File: src/rtl/vry_bp_pkg.sv
// vry_bp_pkg: shared state encoding, record layout and road-count clamp
package vry_bp_pkg;
  typedef enum logic [1:0] {S_IDLE = 2'd0, S_RUN = 2'd1, S_HOLD = 2'd2} state_e;
  localparam int CYCLE_W = 8;
  function automatic int rec_width(int road_w, int cnt_w);
    return road_w + CYCLE_W + cnt_w;
  endfunction
  function automatic int clamp_road(int num, int road_max);
    return num == 0 ? 1 : (num > road_max ? road_max : num);
  endfunction
endpackage

File: src/rtl/vry_bp_fifo.sv
// vry_bp_fifo: first-word-fall-through record FIFO with simultaneous push/pop
module vry_bp_fifo #(
  parameter int W     = 8,
  parameter int DEPTH = 8
) (
  input  logic         clk_i,
  input  logic         rst_ni,
  input  logic         clr_i,
  input  logic         wr_en_i,
  input  logic         rd_en_i,
  input  logic [W-1:0] din_i,
  output logic [W-1:0] dout_o,
  output logic         full_o,
  output logic         empty_o
);
  localparam int AW = $clog2(DEPTH);
  logic [W-1:0] mem_q [DEPTH];
  logic [AW:0]  wr_q, rd_q;
  assign empty_o = wr_q == rd_q;
  assign full_o  = (wr_q[AW] != rd_q[AW]) && (wr_q[AW-1:0] == rd_q[AW-1:0]);
  assign dout_o  = mem_q[rd_q[AW-1:0]];
  // storage needs no reset: empty_o hides stale entries
  always_ff @(posedge clk_i)
    if (wr_en_i) mem_q[wr_q[AW-1:0]] <= din_i;
  // read/write pointers with wrap bit to tell full from empty
  always_ff @(posedge clk_i or negedge rst_ni)
    if (!rst_ni) begin
      wr_q <= '0;
      rd_q <= '0;
    end else if (clr_i) begin
      wr_q <= '0;
      rd_q <= '0;
    end else begin
      if (wr_en_i) wr_q <= wr_q + 1'b1;
      if (rd_en_i) rd_q <= rd_q + 1'b1;
    end
endmodule

File: src/rtl/vry_bottle_print_mc.sv
// vry_bottle_print_mc: round-robin multi-road bottle tracker with print-record FIFO
module vry_bottle_print_mc
  import vry_bp_pkg::*;
#(
  parameter int ROAD_MAX   = 16,
  parameter int ROAD_W     = 8,
  parameter int CNT_W      = 16,
  parameter int FIFO_DEPTH = 8
) (
  input  logic               clk_100,
  input  logic               nRST,
  input  logic               dianyan_en,
  input  logic               b_p_clr,
  input  logic               valid_edge_f1,
  input  logic [ROAD_W-1:0]  b_p_road_num,
  input  logic [CYCLE_W-1:0] b_p_cycle_num,
  output logic [ROAD_W-1:0]  road_sel,
  output logic [CYCLE_W-1:0] cycle_idx,
  output logic               batch_done,
  output logic               busy,
  output logic               rec_valid,
  input  logic               rec_ready,
  output logic [ROAD_W-1:0]  rec_road,
  output logic [CYCLE_W-1:0] rec_cycle,
  output logic [CNT_W-1:0]   rec_seq,
  output logic               rec_ovf,
  input  logic [ROAD_W-1:0]  cnt_rd_addr,
  output logic [CNT_W-1:0]   cnt_rd_data
);
  localparam int REC_W = rec_width(ROAD_W, CNT_W);
  state_e             state_q, state_d;
  logic [ROAD_W-1:0]  road_last_q, road_last_d, road_sel_q, road_sel_d;
  logic [CYCLE_W-1:0] cycle_num_q, cycle_num_d, cycle_idx_q, cycle_idx_d, cycle_inc;
  logic [CNT_W-1:0]   seq_q, seq_d, cnt_rd_q, cnt_rd_d;
  logic               batch_done_q, batch_done_d, ovf_q, ovf_d;
  logic [CNT_W-1:0]   cnt_q [ROAD_MAX];
  logic               edge_acc, pop, push, fifo_full, fifo_empty;
  logic [REC_W-1:0]   rec_din, rec_dout;
  assign edge_acc = state_q == S_RUN && dianyan_en && valid_edge_f1 && !b_p_clr;
  assign pop      = !fifo_empty && rec_ready;
  assign push     = edge_acc && (!fifo_full || pop);
  assign rec_din  = {road_sel_q, cycle_idx_q, seq_d};
  // next state, road/cycle sequencing, config latch and overflow flag
  always_comb begin
    state_d      = state_q;
    road_last_d  = road_last_q;
    cycle_num_d  = cycle_num_q;
    road_sel_d   = road_sel_q;
    cycle_idx_d  = cycle_idx_q;
    seq_d        = seq_q;
    batch_done_d = 1'b0;
    ovf_d        = ovf_q | (edge_acc & fifo_full & !pop);
    cycle_inc    = cycle_idx_q + 1'b1;
    if (b_p_clr) begin
      state_d     = S_IDLE;
      road_sel_d  = '0;
      cycle_idx_d = '0;
      seq_d       = '0;
      ovf_d       = 1'b0;
    end else begin
      case (state_q)
        S_IDLE: if (dianyan_en) begin
          state_d     = S_RUN;
          road_last_d = ROAD_W'(clamp_road(int'(b_p_road_num), ROAD_MAX) - 1);
          cycle_num_d = b_p_cycle_num;
        end
        S_RUN: if (!dianyan_en) begin
          state_d     = S_IDLE;
          road_sel_d  = '0;
          cycle_idx_d = '0;
        end else if (valid_edge_f1) begin
          seq_d = seq_q + 1'b1;
          if (road_sel_q != road_last_q) road_sel_d = road_sel_q + 1'b1;
          else begin
            road_sel_d  = '0;
            cycle_idx_d = cycle_inc;
            if (cycle_num_q != '0 && cycle_inc == cycle_num_q) begin
              cycle_idx_d  = '0;
              batch_done_d = 1'b1;
              state_d      = S_HOLD;
            end
          end
        end
        S_HOLD: if (!dianyan_en) state_d = S_IDLE;
        default: state_d = S_IDLE;
      endcase
    end
  end
  // control and status registers
  always_ff @(posedge clk_100 or negedge nRST)
    if (!nRST) begin
      state_q      <= S_IDLE;
      road_last_q  <= '0;
      cycle_num_q  <= '0;
      road_sel_q   <= '0;
      cycle_idx_q  <= '0;
      seq_q        <= '0;
      batch_done_q <= 1'b0;
      ovf_q        <= 1'b0;
    end else begin
      state_q      <= state_d;
      road_last_q  <= road_last_d;
      cycle_num_q  <= cycle_num_d;
      road_sel_q   <= road_sel_d;
      cycle_idx_q  <= cycle_idx_d;
      seq_q        <= seq_d;
      batch_done_q <= batch_done_d;
      ovf_q        <= ovf_d;
    end
  // per-road saturating bottle counters
  always_ff @(posedge clk_100 or negedge nRST)
    if (!nRST) begin
      for (int i = 0; i < ROAD_MAX; i++) cnt_q[i] <= '0;
    end else begin
      for (int i = 0; i < ROAD_MAX; i++)
        if (b_p_clr) cnt_q[i] <= '0;
        else if (edge_acc && road_sel_q == ROAD_W'(i) && cnt_q[i] != '1) cnt_q[i] <= cnt_q[i] + 1'b1;
    end
  // counter read mux; addresses beyond ROAD_MAX fall through to 0
  always_comb begin
    cnt_rd_d = '0;
    for (int i = 0; i < ROAD_MAX; i++)
      if (cnt_rd_addr == ROAD_W'(i)) cnt_rd_d = cnt_q[i];
  end
  // registered counter read port
  always_ff @(posedge clk_100 or negedge nRST)
    if (!nRST) cnt_rd_q <= '0;
    else cnt_rd_q <= b_p_clr ? '0 : cnt_rd_d;
  vry_bp_fifo #(.W(REC_W), .DEPTH(FIFO_DEPTH)) u_fifo (
    .clk_i   (clk_100),
    .rst_ni  (nRST),
    .clr_i   (b_p_clr),
    .wr_en_i (push),
    .rd_en_i (pop),
    .din_i   (rec_din),
    .dout_o  (rec_dout),
    .full_o  (fifo_full),
    .empty_o (fifo_empty)
  );
  assign {rec_road, rec_cycle, rec_seq} = fifo_empty ? '0 : rec_dout;
  assign rec_valid   = !fifo_empty;
  assign rec_ovf     = ovf_q;
  assign road_sel    = road_sel_q;
  assign cycle_idx   = cycle_idx_q;
  assign batch_done  = batch_done_q;
  assign busy        = state_q == S_RUN;
  assign cnt_rd_data = cnt_rd_q;
endmodule

File: config.mk
export PLATFORM = sky130hd
export DESIGN_NAME = vry_bottle_print_mc
export DESIGN_NICKNAME = d
export VERILOG_FILES = /design/src/rtl/vry_bp_pkg.sv /design/src/rtl/vry_bp_fifo.sv /design/src/rtl/vry_bottle_print_mc.sv
export SDC_FILE = /design/constraint.sdc
export NUM_CORES = 1
export LEC_CHECK = 0
export CAP_MARGIN = 20
export CORE_MARGIN = 4
export CORE_UTILIZATION = 50
export DETAILED_ROUTE_END_ITERATION = 6
export HOLD_SLACK_MARGIN = 0.03
export PLACE_DENSITY = 0.72
export SETUP_SLACK_MARGIN = 0.2
export SLEW_MARGIN = 20
export SYNTH_ARGS = -nofsm -noshare
export SYNTH_HDL_FRONTEND = slang
export SYNTH_HIERARCHICAL = 1
export SYNTH_SLANG_ARGS = --single-unit
File: constraint.sdc
create_clock -name clk_100 -period 6 [get_ports clk_100]
set_input_delay 1.8 -clock clk_100 [delete_from_list [all_inputs] [get_ports clk_100]]
set_output_delay 1.8 -clock clk_100 [all_outputs]
set_load 0.03 [all_outputs]
Word-level counts from Yosys, hierarchy flattened. Memory sizes are Yosys's and may differ from the RTL's. Cells that the tools add are included.

$add $sub $neg: 22. Multipliers: 0. Divide/modulo/power cells: 0. $lt $le $gt $ge: 1. Eq/ne operators: 60. Shift operators: 0. Muxes and demuxes: 88. Bitwise logic cells: 4. Reductions and logical operators: 72.

Operators by type and width (count): $mux W16 (53); $add A16 B1 Y16 const B (17); $ne A16 B16 Y1 const B (16); $eq A8 B4 Y1 const B (16); $mux W8 (13); $eq A8 B3 Y1 const B (8); $logic_and A1 B1 Y1 (39); $reduce_bool A2 Y1 (19); $eq A8 B2 Y1 const B (4); $mux W32 (1); $logic_not A8 Y1 (3); $add A8 B1 Y8 const B (2); $eq A8 B1 Y1 const B (2); $mux W4 (4); $mux W2 (7); $mux W1 (9); $ne A3 B3 Y1 const B (3); $add A4 B1 Y4 const B (2); $eq A8 B8 Y1 (1); $gt A8 B5 Y1 const B (1); $ne A4 B4 Y1 const B (2); $ne A8 B8 Y1 (1); $reduce_bool A8 Y1 (1); $sub A8 B1 Y8 const B (1); other kinds (17) (22).

Bits in registers: 332. Latch bits: 0. Bits in writable memories: 256. Memory bits (read-only): 0. Input port bits: 30. Word-level logic and storage cells: 275. Memories: 1.

Memory list: u_fifo.mem_q (words 8, bits a word 32, read ports 1, clocked after memory_dff 0, write ports 1, RTL line vry_bp_fifo.sv:17) `logic [W-1:0] mem_q [DEPTH];`.

Depth between registers and ports, before layout.
Depth after elaboration: 18. Gate-level depth with buffers: 12. Depth with buffers taken out: 9.

By module. Netlist, hierarchy kept.

By module, submodules not included: vry_bottle_print_mc (instances 1, cells each 2155, area each 19279.7 µm², seq. area each 8107.8 µm²); vry_bp_fifo (instances 1, cells each 423, area each 10286.1 µm², seq. area each 7887.6 µm²).

Worst setup path after synthesis. Ideal clock, no wire load.

Path type: input-to-reg. Start point: input port b_p_clr. End point: memory u_fifo/mem_q[1][0] in the netlist's numbering (enable). Arrival: 4.835 ns. Required time: 5.539 ns. Path slack: 0.704 ns. Stages: 6. Buffers on the path: 1. Cell sequence: clkbuf_1 nor2b_1 nand2_1 a21oi_1 nand2_1 nor3_1.

Word-level cells in the longest chain between the ends: 5.

Ends and longest elaborated chain: start, declared (RTL line vry_bottle_print_mc.sv:13) `input logic b_p_clr,`; $logic_not A1 Y1 (RTL line vry_bottle_print_mc.sv:39) `assign edge_acc = state_q == S_RUN && dianyan_en && valid_edge_f1 && !b_p_clr;`; $logic_and A1 B1 Y1 (RTL line vry_bottle_print_mc.sv:39); $logic_and A1 B1 Y1 (RTL line vry_bottle_print_mc.sv:41) `assign push = edge_acc && (!fifo_full || pop);`; via push (RTL line vry_bottle_print_mc.sv:37) `logic edge_acc, pop, push, fifo_full, fifo_empty;`; $mux W1 (RTL line vry_bp_fifo.sv:24) `if (wr_en_i) mem_q[wr_q[AW-1:0]] <= din_i;`; $mux W1 (not written as such) (RTL line vry_bp_fifo.sv:24); end, declared (RTL line vry_bp_fifo.sv:17).

The timed path passes the listed nets, and every way through them passes these cells.

Worst setup path in the final report.
Start point: register u_fifo.rd_q[0]. End point: output port rec_road[3].

Word-level cells in the longest chain between the ends: 2. Elaborated cells between the ends (all ways): 3.

Ends and longest elaborated chain: start, declared (RTL line vry_bp_fifo.sv:18) `logic [AW:0] wr_q, rd_q;`; start signal, assigned (RTL line vry_bp_fifo.sv:35) `if (rd_en_i) rd_q <= rd_q + 1'b1;`; $mem_v2 Z8 W32; via rec_dout[27] (RTL line vry_bottle_print_mc.sv:38) `logic [REC_W-1:0] rec_din, rec_dout;`; $mux W32 (RTL line vry_bottle_print_mc.sv:140) `assign {rec_road, rec_cycle, rec_seq} = fifo_empty ? '0 : rec_dout;`; end, declared (RTL line vry_bottle_print_mc.sv:23) `output logic [ROAD_W-1:0] rec_road,`.

The timed path passes the listed nets, and every way through them passes these cells.

==> impl_results.md <==
* First-pass GRT wire length at 120 mm
* Synth unique cells at 84
* F_max at 186 MHz
* Sw frac at 0.224
* Max rail drop VDD at 0.247 mV
* Worst path arrival time at 3.59 ns
* Unrepaired setup endpoints after global routing: false
* Clk slew on worst S/H paths at 0.06 ns
* Router iterations before antenna repair at 6
* Core Region at 0.0581 mm2
* Primary FF master, synth: dfrtp_1
* Die area at 0.0631 mm2
* Worst setup SP type: flip-flop
* Critical path class: reg -> out
* Fill count at 4712
* Tot GR Track Use at 0.237
* Avg WL per Cell at 22.0 um
* Row cnt at 88
* Clock power frac at 0.460
* Detail Route Antenna Nets at 0
* Slowest cell on the critical path: dfrtp_4
* Initial cell density of the core at 0.509
* Synthesized flop and latch total at 588
* Gpl congestion at 0.964
* Comb power frac at 0.044
* Top cell type by total area after synthesis: dfrtp_1
* Power Density at 255 mW/mm2
* Area contributors post-synth: dfrtp_1, edfxtp_1, mux4_2
* DRT Wirelength at 76.2 mm
* Area growth, synth to finish at 12.9%
* Psw at 1900 uW
* Worst path max stage delay at 0.81 ns
* Average size of a mapped cell at 11.5 um2
* Cell Chain, Critical Path: buf_4 > mux4_1 > mux2_4 > nor2b_1 > clkdlybuf4s50_1
* Die width at 251 um
* Sequential share of power at 0.496
* NumNets Final at 2697
* EDFF count, synth at 256
* CTS sink count at 588
* Worst Hold Slack at 0.507 ns
* Hold bufs inserted after CTS at 0
* Syn Inst Count at 2578
* Status: completed
* Vias in the first global route at 21000
* Total power consumption of the routed design at 8510 uW
* Worst Path Required at 4.20 ns
* Ant. Diodes at 0
* Sequential area share after synthesis at 0.541
* Clock tree buffer depth at 3
* Most frequent cells after synthesis: dfrtp_1, nor2_1, edfxtp_1
* Relative slew slack at 0.313
* Setup crit end kind: primary output
* H-tree levels at 2
* Int Pwr at 6600 uW
* Share of post-route cells with drive strength above 1 at 0.108
* DRC errors left at 0
* Num ports at 98
* Register-to-Register Path Depth at 11
* Worst R2R Setup Slack at 1.83 ns
* Clk_skew at 0.0307 ns
* CTS Buf Count at 60
* Maximum fanout along the worst path at 30
* Post-synth top area share at 0.281
* Final hold vios at 0
* Area of the mapped netlist at 0.0296 mm2
* Root Buffer: clkbuf_16
* Initial antenna violation count at 3
* Die H at 251 um
* Via count at 21200
* Largest net degree at the start of global routing at 131
* FFs w/ async S/R, synth at 0.565
* Hold path depth at 1
* Dpl hpwl at 51.3 mm
* Vias per cell at 6.13
* Fin crit share at 0.898
* IO buf count at 97
* Synth warnings at 6
* Crit path time final at 5.39 ns
* CTS tree: built
* Setup Fix Bufs, Post-CTS at 0
* Iteration-0 DRC Markers at 1915
* Grt total ovfl at 0
* Final slew viol count at 0
* # setup viols final at 0
* Hold WC Path Type: reg -> reg
* Worst slew pin tran at 1.01 ns
* Total Neg Setup Slack at 0 ns
* Skew-Pair Late Insertion Delay at 0.65 ns
* Net Count, Synth at 2633
* Post-cts sizing count at 0
* Max-Cap Viols at 0
* Pleak at 0.0122 uW
==> layout by cell type (no fill, tap or decap), drive strengths merged, types with 16 or more instances in the layout <==
cell type	count
a21oi	77
and2	22
and3	53
and4	27
buf	43
clkbuf	79
clkdlybuf4s50	92
clkinv	19
dfrtp	332
edfxtp	256
ha	25
inv	48
mux2	45
mux2i	36
mux4	85
nand2	185
nand2b	16
nand3	121
nand4	85
nor2	332
nor2b	55
nor3	74
nor4	36
o21ai	63
o22ai	21
or3	26
xnor2	132
xor2	124
==> worst paths after layout <==
check	from	end
worst max-delay path	u_fifo/rd_q[0]	rec_road[3]
worst min-delay path	road_last_q[7]	road_last_q[7]
worst max register to register	u_fifo/rd_q[0]	u_fifo/mem_q[4][5]
worst min register to register	road_last_q[7]	road_last_q[7]
max in group asynchronous	nRST	cnt_q[175]
min in group asynchronous	nRST	cnt_q[147]
==> metrics by stage <==
| stage | instances | utilization | setup slack (ns) | instance area, um2 |
|---|---|---|---|---|
| 3_3_place_gp | 3345 | 0.538 | 1.25 | 31300 |
| 6_report | 3457 | 0.574 | 0.613 | 33400 |
| 5_1_grt | 3457 | 0.574 | 0.424 | 33400 |
| 3_5_place_dp | 3345 | 0.538 | 1.21 | 31300 |
| 2_1_floorplan | 2578 | - | 0.704 | 29600 |
| 4_1_cts | 3457 | 0.574 | 0.509 | 33400 |
==> power groups by stage <==
stage / Combinational (uW) / Sequential, uW / Clock [uW]
after global routing: 403 / 4220 / 4180
final: 372 / 4220 / 3920
after global placement: 365 / 4300 / 0
after CTS: 374 / 4220 / 4010
after floorplan: 221 / 4290 / 0
after detailed placement: 371 / 4300 / 0
==> area by class of cell <==
type | count | area (um2) | share of cell area
sequential | 588 | 16000 | 0.479
timing repair buffer | 135 | 1280 | 0.0384
inverter | 46 | 173 | 0.00517
clock buffer | 79 | 1670 | 0.0501
tap | 765 | 957 | 0.0287
clock inverter | 33 | 438 | 0.0131
multi-input combinational | 1811 | 12900 | 0.385
==> state kept, by name (all words and copies together), names as in the netlist <==
register	cells
cnt_q	256
u_fifo/mem_q	256
cnt_rd_data	16
seq_q	16
cycle_idx	8
cycle_num_q	8
road_last_q	8
road_sel	8
u_fifo/rd_q	4
u_fifo/wr_q	4
state_q	2
batch_done	1
rec_ovf	1
==> critical path: cells and delay by family, from the launching register on <==
kind	cells	cell delay, ns
simple gates	1	0.14
mux	2	0.90
flops	1	0.81
buf+inv	2	1.05
==> metal layers <==
metal / wire length, um / part of all wire / global-route usage
met5: 8 / 0.00010 / 0
met3: 4580 / 0.060 / 0.0382
met2: 37000 / 0.49 / 0.393
met4: 3380 / 0.044 / 0.0980
met1: 31200 / 0.41 / 0.315
==> cell families after synthesis <==
kind of cell,after synthesis,synth area share
xor gates and xnor gates,256,0.0758
adders and majority gates,25,0.0106
AOI/OAI and AO/OA,291,0.0653
muxes,166,0.0999
buffers and inverters,179,0.0263
and+or+nand+nor,1073,0.181
DFF,588,0.541
Note: power is estimated with default switching activity, not from simulation.
